File: config.mk
export PLATFORM = sky130hd
export DESIGN_NAME = request_register_bank
export DESIGN_NICKNAME = d
export VERILOG_FILES = /design/src/rtl/request_register_bank_pkg.sv /design/src/rtl/request_register_bank_req_fifo.sv /design/src/rtl/request_register_bank.sv
export SDC_FILE = /design/constraint.sdc
export NUM_CORES = 1
export LEC_CHECK = 0
export ABC_AREA = 1
export CAP_MARGIN = 25
export CORE_ASPECT_RATIO = 2
export CORE_MARGIN = 5
export CORE_UTILIZATION = 59
export CTS_BUF_LIST = sky130_fd_sc_hd__clkbuf_8
export DETAILED_ROUTE_END_ITERATION = 6
export DONT_BUFFER_PORTS = 1
export GPL_ROUTABILITY_DRIVEN = 0
export PLACE_DENSITY = 0.78
export SYNTH_ARGS = -nofsm -noshare
export SYNTH_HDL_FRONTEND = slang
export SYNTH_SLANG_ARGS = --single-unit
File: constraint.sdc
create_clock -name clk -period 1.4 [get_ports clk]
set_input_delay 0.28 -clock clk [delete_from_list [all_inputs] [get_ports clk]]
set_output_delay 0.28 -clock clk [all_outputs]
set_load 0.05 [all_outputs]
File: src/rtl/request_register_bank_pkg.sv
// Shared constants and helpers for the request holding stage and its arbiter.
package request_register_bank_pkg;

  localparam int DEF_WIDTH  = 4;
  localparam int DEF_DEPTH  = 2;
  localparam int DEF_NUM_CH = 4;

  // Ceiling log2: smallest n with 2**n >= v (clog2(1) == 0).
  function automatic int clog2(input int v);
    int r;
    int x;
    r = 0;
    x = 1;
    while (x < v) begin
      x = x * 2;
      r++;
    end
    return r;
  endfunction

  typedef enum logic [1:0] {
    OP_IDLE = 2'd0,
    OP_PUSH = 2'd1,
    OP_POP  = 2'd2,
    OP_SWAP = 2'd3
  } fifo_op_e;

endpackage

File: src/rtl/request_register_bank_req_fifo.sv
// Single-channel request FIFO: circular buffer of DEPTH entries with a
// load/ack handshake, registered occupancy and a sticky overflow flag.
module req_fifo
  import request_register_bank_pkg::*;
#(
  parameter int WIDTH = DEF_WIDTH,
  parameter int DEPTH = DEF_DEPTH,
  localparam int CW   = clog2(DEPTH + 1)
) (
  input  logic             clk,
  input  logic             rst,
  input  logic             load,
  input  logic [WIDTH-1:0] in,
  input  logic             ack,
  output logic [WIDTH-1:0] out,
  output logic             valid,
  output logic             full,
  output logic [CW-1:0]    count,
  output logic             ovf
);

  localparam int PW = (DEPTH > 1) ? clog2(DEPTH) : 1;

  logic [WIDTH-1:0] r_mem [DEPTH];
  logic [PW-1:0]    r_wr_ptr;
  logic [PW-1:0]    r_rd_ptr;
  logic [CW-1:0]    r_occ;
  logic             r_ovf;

  logic     w_empty;
  logic     w_full;
  logic     w_push;
  logic     w_pop;
  logic     w_drop;
  fifo_op_e w_op;

  // Pointers wrap explicitly so DEPTH need not be a power of two.
  function automatic logic [PW-1:0] ptr_inc(input logic [PW-1:0] p);
    return (p == PW'(DEPTH - 1)) ? '0 : p + PW'(1);
  endfunction

  always_comb begin
    w_empty = (r_occ == '0);
    w_full  = (r_occ == CW'(DEPTH));
    // A full channel still accepts a load when the head is released this cycle.
    w_push  = load && (!w_full || ack);
    w_pop   = ack && !w_empty;
    w_drop  = load && !w_push;
    w_op    = fifo_op_e'({w_pop, w_push});
  end

  always_ff @(posedge clk or negedge rst) begin
    if (!rst) begin
      r_wr_ptr <= '0;
      r_rd_ptr <= '0;
      r_occ    <= '0;
      r_ovf    <= 1'b0;
      for (int unsigned i = 0; i < DEPTH; i++) begin
        r_mem[i] <= '0;
      end
    end else begin
      if (w_push) begin
        r_mem[r_wr_ptr] <= in;
        r_wr_ptr        <= ptr_inc(r_wr_ptr);
      end
      if (w_pop) begin
        r_rd_ptr <= ptr_inc(r_rd_ptr);
      end
      case (w_op)
        OP_PUSH: r_occ <= r_occ + CW'(1);
        OP_POP:  r_occ <= r_occ - CW'(1);
        default: r_occ <= r_occ;
      endcase
      if (w_drop) begin
        r_ovf <= 1'b1;
      end
    end
  end

  always_comb begin
    valid = !w_empty;
    full  = w_full;
    count = r_occ;
    ovf   = r_ovf;
    out   = w_empty ? '0 : r_mem[r_rd_ptr];
  end

endmodule

File: src/rtl/request_register_bank.sv
// Multi-channel request holding stage: NUM_CH independent req_fifo channels
// presenting their oldest request and valid flag to the round-robin arbiter.
module request_register_bank
  import request_register_bank_pkg::*;
#(
  parameter int WIDTH  = DEF_WIDTH,
  parameter int DEPTH  = DEF_DEPTH,
  parameter int NUM_CH = DEF_NUM_CH,
  localparam int CW    = clog2(DEPTH + 1)
) (
  input  logic                    clk,
  input  logic                    rst,
  input  logic [NUM_CH-1:0]       load,
  input  logic [NUM_CH*WIDTH-1:0] in,
  input  logic [NUM_CH-1:0]       ack,
  output logic [NUM_CH*WIDTH-1:0] out,
  output logic [NUM_CH-1:0]       valid,
  output logic [NUM_CH-1:0]       full,
  output logic [NUM_CH*CW-1:0]    count,
  output logic [NUM_CH-1:0]       ovf
);

  for (genvar c = 0; c < NUM_CH; c++) begin : g_ch
    req_fifo #(
      .WIDTH (WIDTH),
      .DEPTH (DEPTH)
    ) u_fifo (
      .clk   (clk),
      .rst   (rst),
      .load  (load[c]),
      .in    (in[c*WIDTH +: WIDTH]),
      .ack   (ack[c]),
      .out   (out[c*WIDTH +: WIDTH]),
      .valid (valid[c]),
      .full  (full[c]),
      .count (count[c*CW +: CW]),
      .ovf   (ovf[c])
    );
  end

endmodule

**Word level (Yosys, flattened, before mapping)**

Cells that the tools add are included.

- Word-level logic and storage cells: 152
- Output and inout port bits: 36
- Bits of input ports: 26
- Flip-flop bits (word level): 52

- Bitwise operators: 8
- Order comparisons: 12
- Reductions and logical operators: 40
- $add $sub $neg: 16
- Mux-type cells: 40
- Equal/unequal tests: 12

Operators by type and width:

| operator | number |
|---|---|
| $mux W4 | 20 |
| $bwmux W8 | 4 |
| $demux W4 S1 | 4 |
| $eq A2 B2 Y1 const B | 8 |
| $ge A2 B2 Y1 const B | 8 |
| $logic_and A1 B1 Y1 | 16 |
| $not A1 Y2 | 8 |
| $pmux W2 S2 | 4 |
| $logic_not A1 Y1 | 12 |
| $add A1 B1 Y1 const B | 8 |
| $add A2 B1 Y2 const B | 4 |
| $eq A2 B1 Y1 const B | 4 |
| $logic_not A2 Y1 | 4 |
| $lt A2 B1 Y1 const B | 4 |
| $mux W1 | 8 |
| $reduce_bool A2 Y1 | 4 |
| $sub A2 B1 Y2 const B | 4 |
| $logic_or A1 B1 Y1 | 4 |

**Logic depth before layout (Yosys ltp)**

- Depth after elaboration: 6
- Mapped depth: 9
- Gate-level depth less buffers: 9

**Hierarchy**

From an unflattened synthesis, not the netlist that was laid out.

- Cells, all modules: 310
- Area, all modules: 2,660.1 um^2

Modules (own cells, without submodules):

| module | cells each | times used | sequential area each (um^2) | area each (um^2) |
|---|---|---|---|---|
| req_fifo (g_ch[1].u_fifo ...) | 78 | 2 | 325.3 | 666.9 |
| req_fifo (g_ch[0].u_fifo ...) | 77 | 2 | 325.3 | 663.1 |

**Worst setup path after synthesis**

Ideal clock, no wire load.

- Kind: reg2out
- Start point: register g_ch[0].u_fifo.r_occ[0]
- End point: output out[0]
- Path slack: -0.543 ns
- Stages on the path, launching flop included: 3
- Arrival: 1.663 ns
- Data required time: 1.120 ns
- Path buffers: 0
- Path through: dfrtp_1 nor2_2 a21oi_1

- Longest elaborated chain between the ends: 2

Ends and longest elaborated chain:

| element | RTL line | source |
|---|---|---|
| from (decl) | request_register_bank_req_fifo.sv:27 | `logic [CW-1:0] r_occ;` |
| from (signal assigned) | request_register_bank_req_fifo.sv:70 | `OP_PUSH: r_occ <= r_occ + CW'(1);` |
| from (signal assigned) | request_register_bank_req_fifo.sv:71 | `OP_POP: r_occ <= r_occ - CW'(1);` |
| from (signal assigned) | request_register_bank_req_fifo.sv:72 | `default: r_occ <= r_occ;` |
| $logic_not A2 Y1 | request_register_bank_req_fifo.sv:43 | `w_empty = (r_occ == '0);` |
| $mux W4 | request_register_bank_req_fifo.sv:85 | `out = w_empty ? '0 : r_mem[r_rd_ptr];` |
| to (decl) | request_register_bank.sv:16 | `output logic [NUM_CH*WIDTH-1:0] out,` |

Every way passes these cells.

**Worst setup path after layout**

- Start point: register g_ch[0].u_fifo.r_rd_ptr
- End point: output out[0]

- Longest elaborated chain between the ends: 5

Ends and longest elaborated chain:

| element | RTL line | source |
|---|---|---|
| from (decl) | request_register_bank_req_fifo.sv:26 | `logic [PW-1:0] r_rd_ptr;` |
| from (signal assigned) | request_register_bank_req_fifo.sv:67 | `r_rd_ptr <= ptr_inc(r_rd_ptr);` |
| $not A1 Y2 (not written as such) | request_register_bank_req_fifo.sv:85 |  |
| $mux W4 (not written as such) (3 in series) | request_register_bank_req_fifo.sv:85 |  |
| $mux W4 | request_register_bank_req_fifo.sv:85 |  |

Every way passes these cells. The select of a mux whose other input is x is not followed.

==> summary.md <==
| Metric | Value |
|---|---|
| Initial antenna violation count | 0 |
| Clock root buffer | clkbuf_8 |
| Vias in the first global route | 2550 |
| Die Ht | 107.0 µm |
| Max-Slew Margin vs Limit | 67.98% |
| Worst clock skew | 4.006 ps |
| WP data arrival | 1290 ps |
| Synthesized instance count | 323 |
| Number of nets in the layout | 403 |
| Max-Cap Viols | 0 |
| Cells on worst reg2reg path | 9 |
| DRC violations left | 0 |
| Top-area cell type share of the netlist area | 46.87% |
| Crit. End Element | primary output |
| Post-route ant nets | 0 |
| Critical Path Start Type | flip-flop |
| Routed len/inst | 17.10 µm |
| Outcome | finished with violations |
| #FFs+latches synth | 52 |
| WL final | 7336 µm |
| DIE AREA | 6261 µm² |
| Vias/cell | 5.552 |
| Final hold viol count | 52 |
| Slew Limit Fails | 0 |
| Final min period | 1568 ps |
| HP Class | input port to async pin |
| First-pass GRT wire length | 11450 µm |
| Fin cells | 429 |
| Smallest setup slack after layout | -167.8 ps |
| Final critical-path share of the clock period | 112.0% |
| Row cnt | 35 |
| Violated checks | negative hold slack, negative setup slack |
| GRT overflow | 0 |
| CTS Buffer Depth | 2 |
| Synth area leaders | dfrtp_1 47%, nand2_1 16%, nand4_1 8.1% |
| Chip Width | 58.51 µm |
| Initial Util | 60.38% |
| Syn avg cell area | 8.596 µm² |
| PortBufs | 0 |
| CTS tree | yes |
| First-pass detailed-route iteration total | 4 |
| Clk slew on worst S/H paths | 90 ps |
| CP Max Fanout | 6 |
| DP Cell Count | 402 |
| Top Ports | 62 |
| Worst r2r src | g_ch[3].u_fifo.count[0]$_DFFE_PN0P_ |
| CTS buffer count | 5 |
| Via count | 2382 |
| H-tree depth | 2 |
| Cell variety after synth | 21 |
| Initial DRC Count | 83 |
| Ant diodes | 0 |
| Layout cells sized above 1 | 44.12% |
| Worst-margin pin slew | 480.3 ps |
| Max Fclk | 0.6378 GHz |
| Detail Placement HPWL | 4952 µm |
| Syn Nets | 353 |
| Largest net degree at the start of global routing | 53 |
| Clk sinks | 52 |
| Synth warnings | 0 |
| Crit Reg-Reg Endpoint | g_ch[3].u_fifo.count[1]$_DFFE_PN0P_ |
| Seq/Total Area, Yosys | 46.87% |
| Final Setup Violations | 24 |
| Core outline area | 4598 µm² |
| GRT Resource Usage Total | 23.85% |
| FF-to-FF setup slack | -120 ps |
| Skew-Pair Late Insertion Delay | 300 ps |
| Crit path required time | 1120 ps |
| Area grow syn2layout | 41.14% |
| Area leader, netlist | dfrtp_1 |
| Area of the mapped netlist | 2776 µm² |
| Worst Hold Slack | -337.9 ps |
| Crit path kind | flip-flop to primary output |
| Unrepaired setup endpoints after global routing | true |
==> cell type report <==
cell class / instances / area [µm²]
Sequential cell: 52 / 1315
Inverter: 31 / 123.9
Fill cell: 256 / 679.4
Clock buffer: 6 / 82.58
Timing Repair Buffer: 63 / 800.8
Clock inverter: 2 / 11.26
Multi-Input combinational cell: 220 / 1516
Tap cell: 55 / 68.82
==> per-stage QoR <==
stage               hold slack [ps]  instance area [µm²]  setup WS, ps  utilization, %  TNS (ps)
finish                       -337.9                 3919        -167.8           85.22     -2775
global route                 -360.0                 3919        -225.9           85.22     -4251
CTS                          -347.1                 3772        -158.9           82.04     -2610
detailed placement           -14.37                 3388         9.649           73.69         0
global placement             -14.41                 3388         73.59           73.69         0
floorplan                    -15.59                 2932        -136.8               -    -728.3
==> critical path: stages, from the launching register on <==
cell	delay, ps
dfrtp_2	470
inv_4	120
nand2_2	70
a21oi_2	180
buf_12	150
==> synth_stat cells <==
master and count:
ha_1 4, nand3_4 4, buf_6 4, nor2_1 4, nand2_1 116, inv_2 11
xor2_1 1, xnor2_1 4, or2_1 4, nand2_2 7, nor2_2 5, buf_4 12
nand3_2 8, xor2_2 3, nand4_1 36, a31o_1 4, nand3_1 4, inv_1 20
dfrtp_1 52, buf_2 4, a21oi_1 16
==> cell usage in the layout, fill, tap and decap left out <==
cell | Yosys | routed
nand4_1 | 36 | 36
buf_8 | 0 | 4
a31o_1 | 4 | 4
xnor2_1 | 4 | 4
buf_6 | 4 | 16
xor2_2 | 3 | 3
nor2_4 | 0 | 8
dfrtp_1 | 52 | 43
nand2_1 | 116 | 102
a21oi_2 | 0 | 5
inv_4 | 0 | 3
xor2_1 | 1 | 1
buf_4 | 12 | 24
clkbuf_8 | 0 | 6
nand3_4 | 4 | 5
buf_12 | 0 | 19
a21oi_4 | 0 | 11
inv_1 | 20 | 13
nor2_2 | 5 | 1
dfrtp_4 | 0 | 1
clkinvlp_4 | 0 | 1
nand3_1 | 4 | 3
or2_1 | 4 | 3
nand2_2 | 7 | 17
inv_2 | 11 | 16
nand3_2 | 8 | 8
dfrtp_2 | 0 | 8
nand2_4 | 0 | 4
or2_4 | 0 | 1
ha_4 | 0 | 4
==> what timing repair did <==
item	in CTS	in global routing
setup endpoints to repair	24	32
buffers inserted	15	4
hold endpoints to repair	52	52
resized for setup	48	32
pin swaps	11	16
==> metal layers <==
metal / vias up / routed length, µm / GRT usage [%]
li1: 1147 / - / -
met5: - / 0 / 0
met3: 21 / 385 / 4.578
met2: 73 / 4272 / 44.40
met4: 0 / 235 / 11.44
met1: 1141 / 2442 / 24.09
==> sequential cells by signal, indices dropped and copies added, names as in the netlist <==
name                  flops
g_ch.u_fifo.r_mem        32
g_ch.u_fifo.ovf           4
g_ch.u_fifo.r_rd_ptr      4
g_ch.u_fifo.r_wr_ptr      4
g_ch.u_fifo.count         8
==> logic make-up (layout without fill, tap and decap cells) <==
kind of cell               count (synthesis)  after routing  share of synthesized area [%]
adders and majority gates                  4              4                          1.803
buffers and inverters                     51            102                          9.779
DFF                                       52             52                          46.87
AOI/OAI and AO/OA                         20             20                          4.146
and+or+nand+nor                          188            188                          34.07
xor gates and xnor gates                   8              8                          3.335
==> worst max path at each step <==
stage	startpoint	end	cells after the start
6_report	g_ch[0].u_fifo.r_rd_ptr$_DFFE_PN0P_	out[0]	4
5_1_grt	g_ch[0].u_fifo.r_rd_ptr$_DFFE_PN0P_	out[0]	4
4_1_cts	g_ch[3].u_fifo.count[0]$_DFFE_PN0P_	out[15]	4
3_5_place_dp	g_ch[3].u_fifo.count[0]$_DFFE_PN0P_	g_ch[3].u_fifo.count[1]$_DFFE_PN0P_	8
3_3_place_gp	g_ch[2].u_fifo.count[1]$_DFFE_PN0P_	g_ch[2].u_fifo.count[1]$_DFFE_PN0P_	8
2_1_floorplan	g_ch[3].u_fifo.count[0]$_DFFE_PN0P_	g_ch[3].u_fifo.count[1]$_DFFE_PN0P_	8
Power is left out: the tool's default activity adds up to more than one toggle a clock period on the data nets, which glitch-free logic cannot reach.
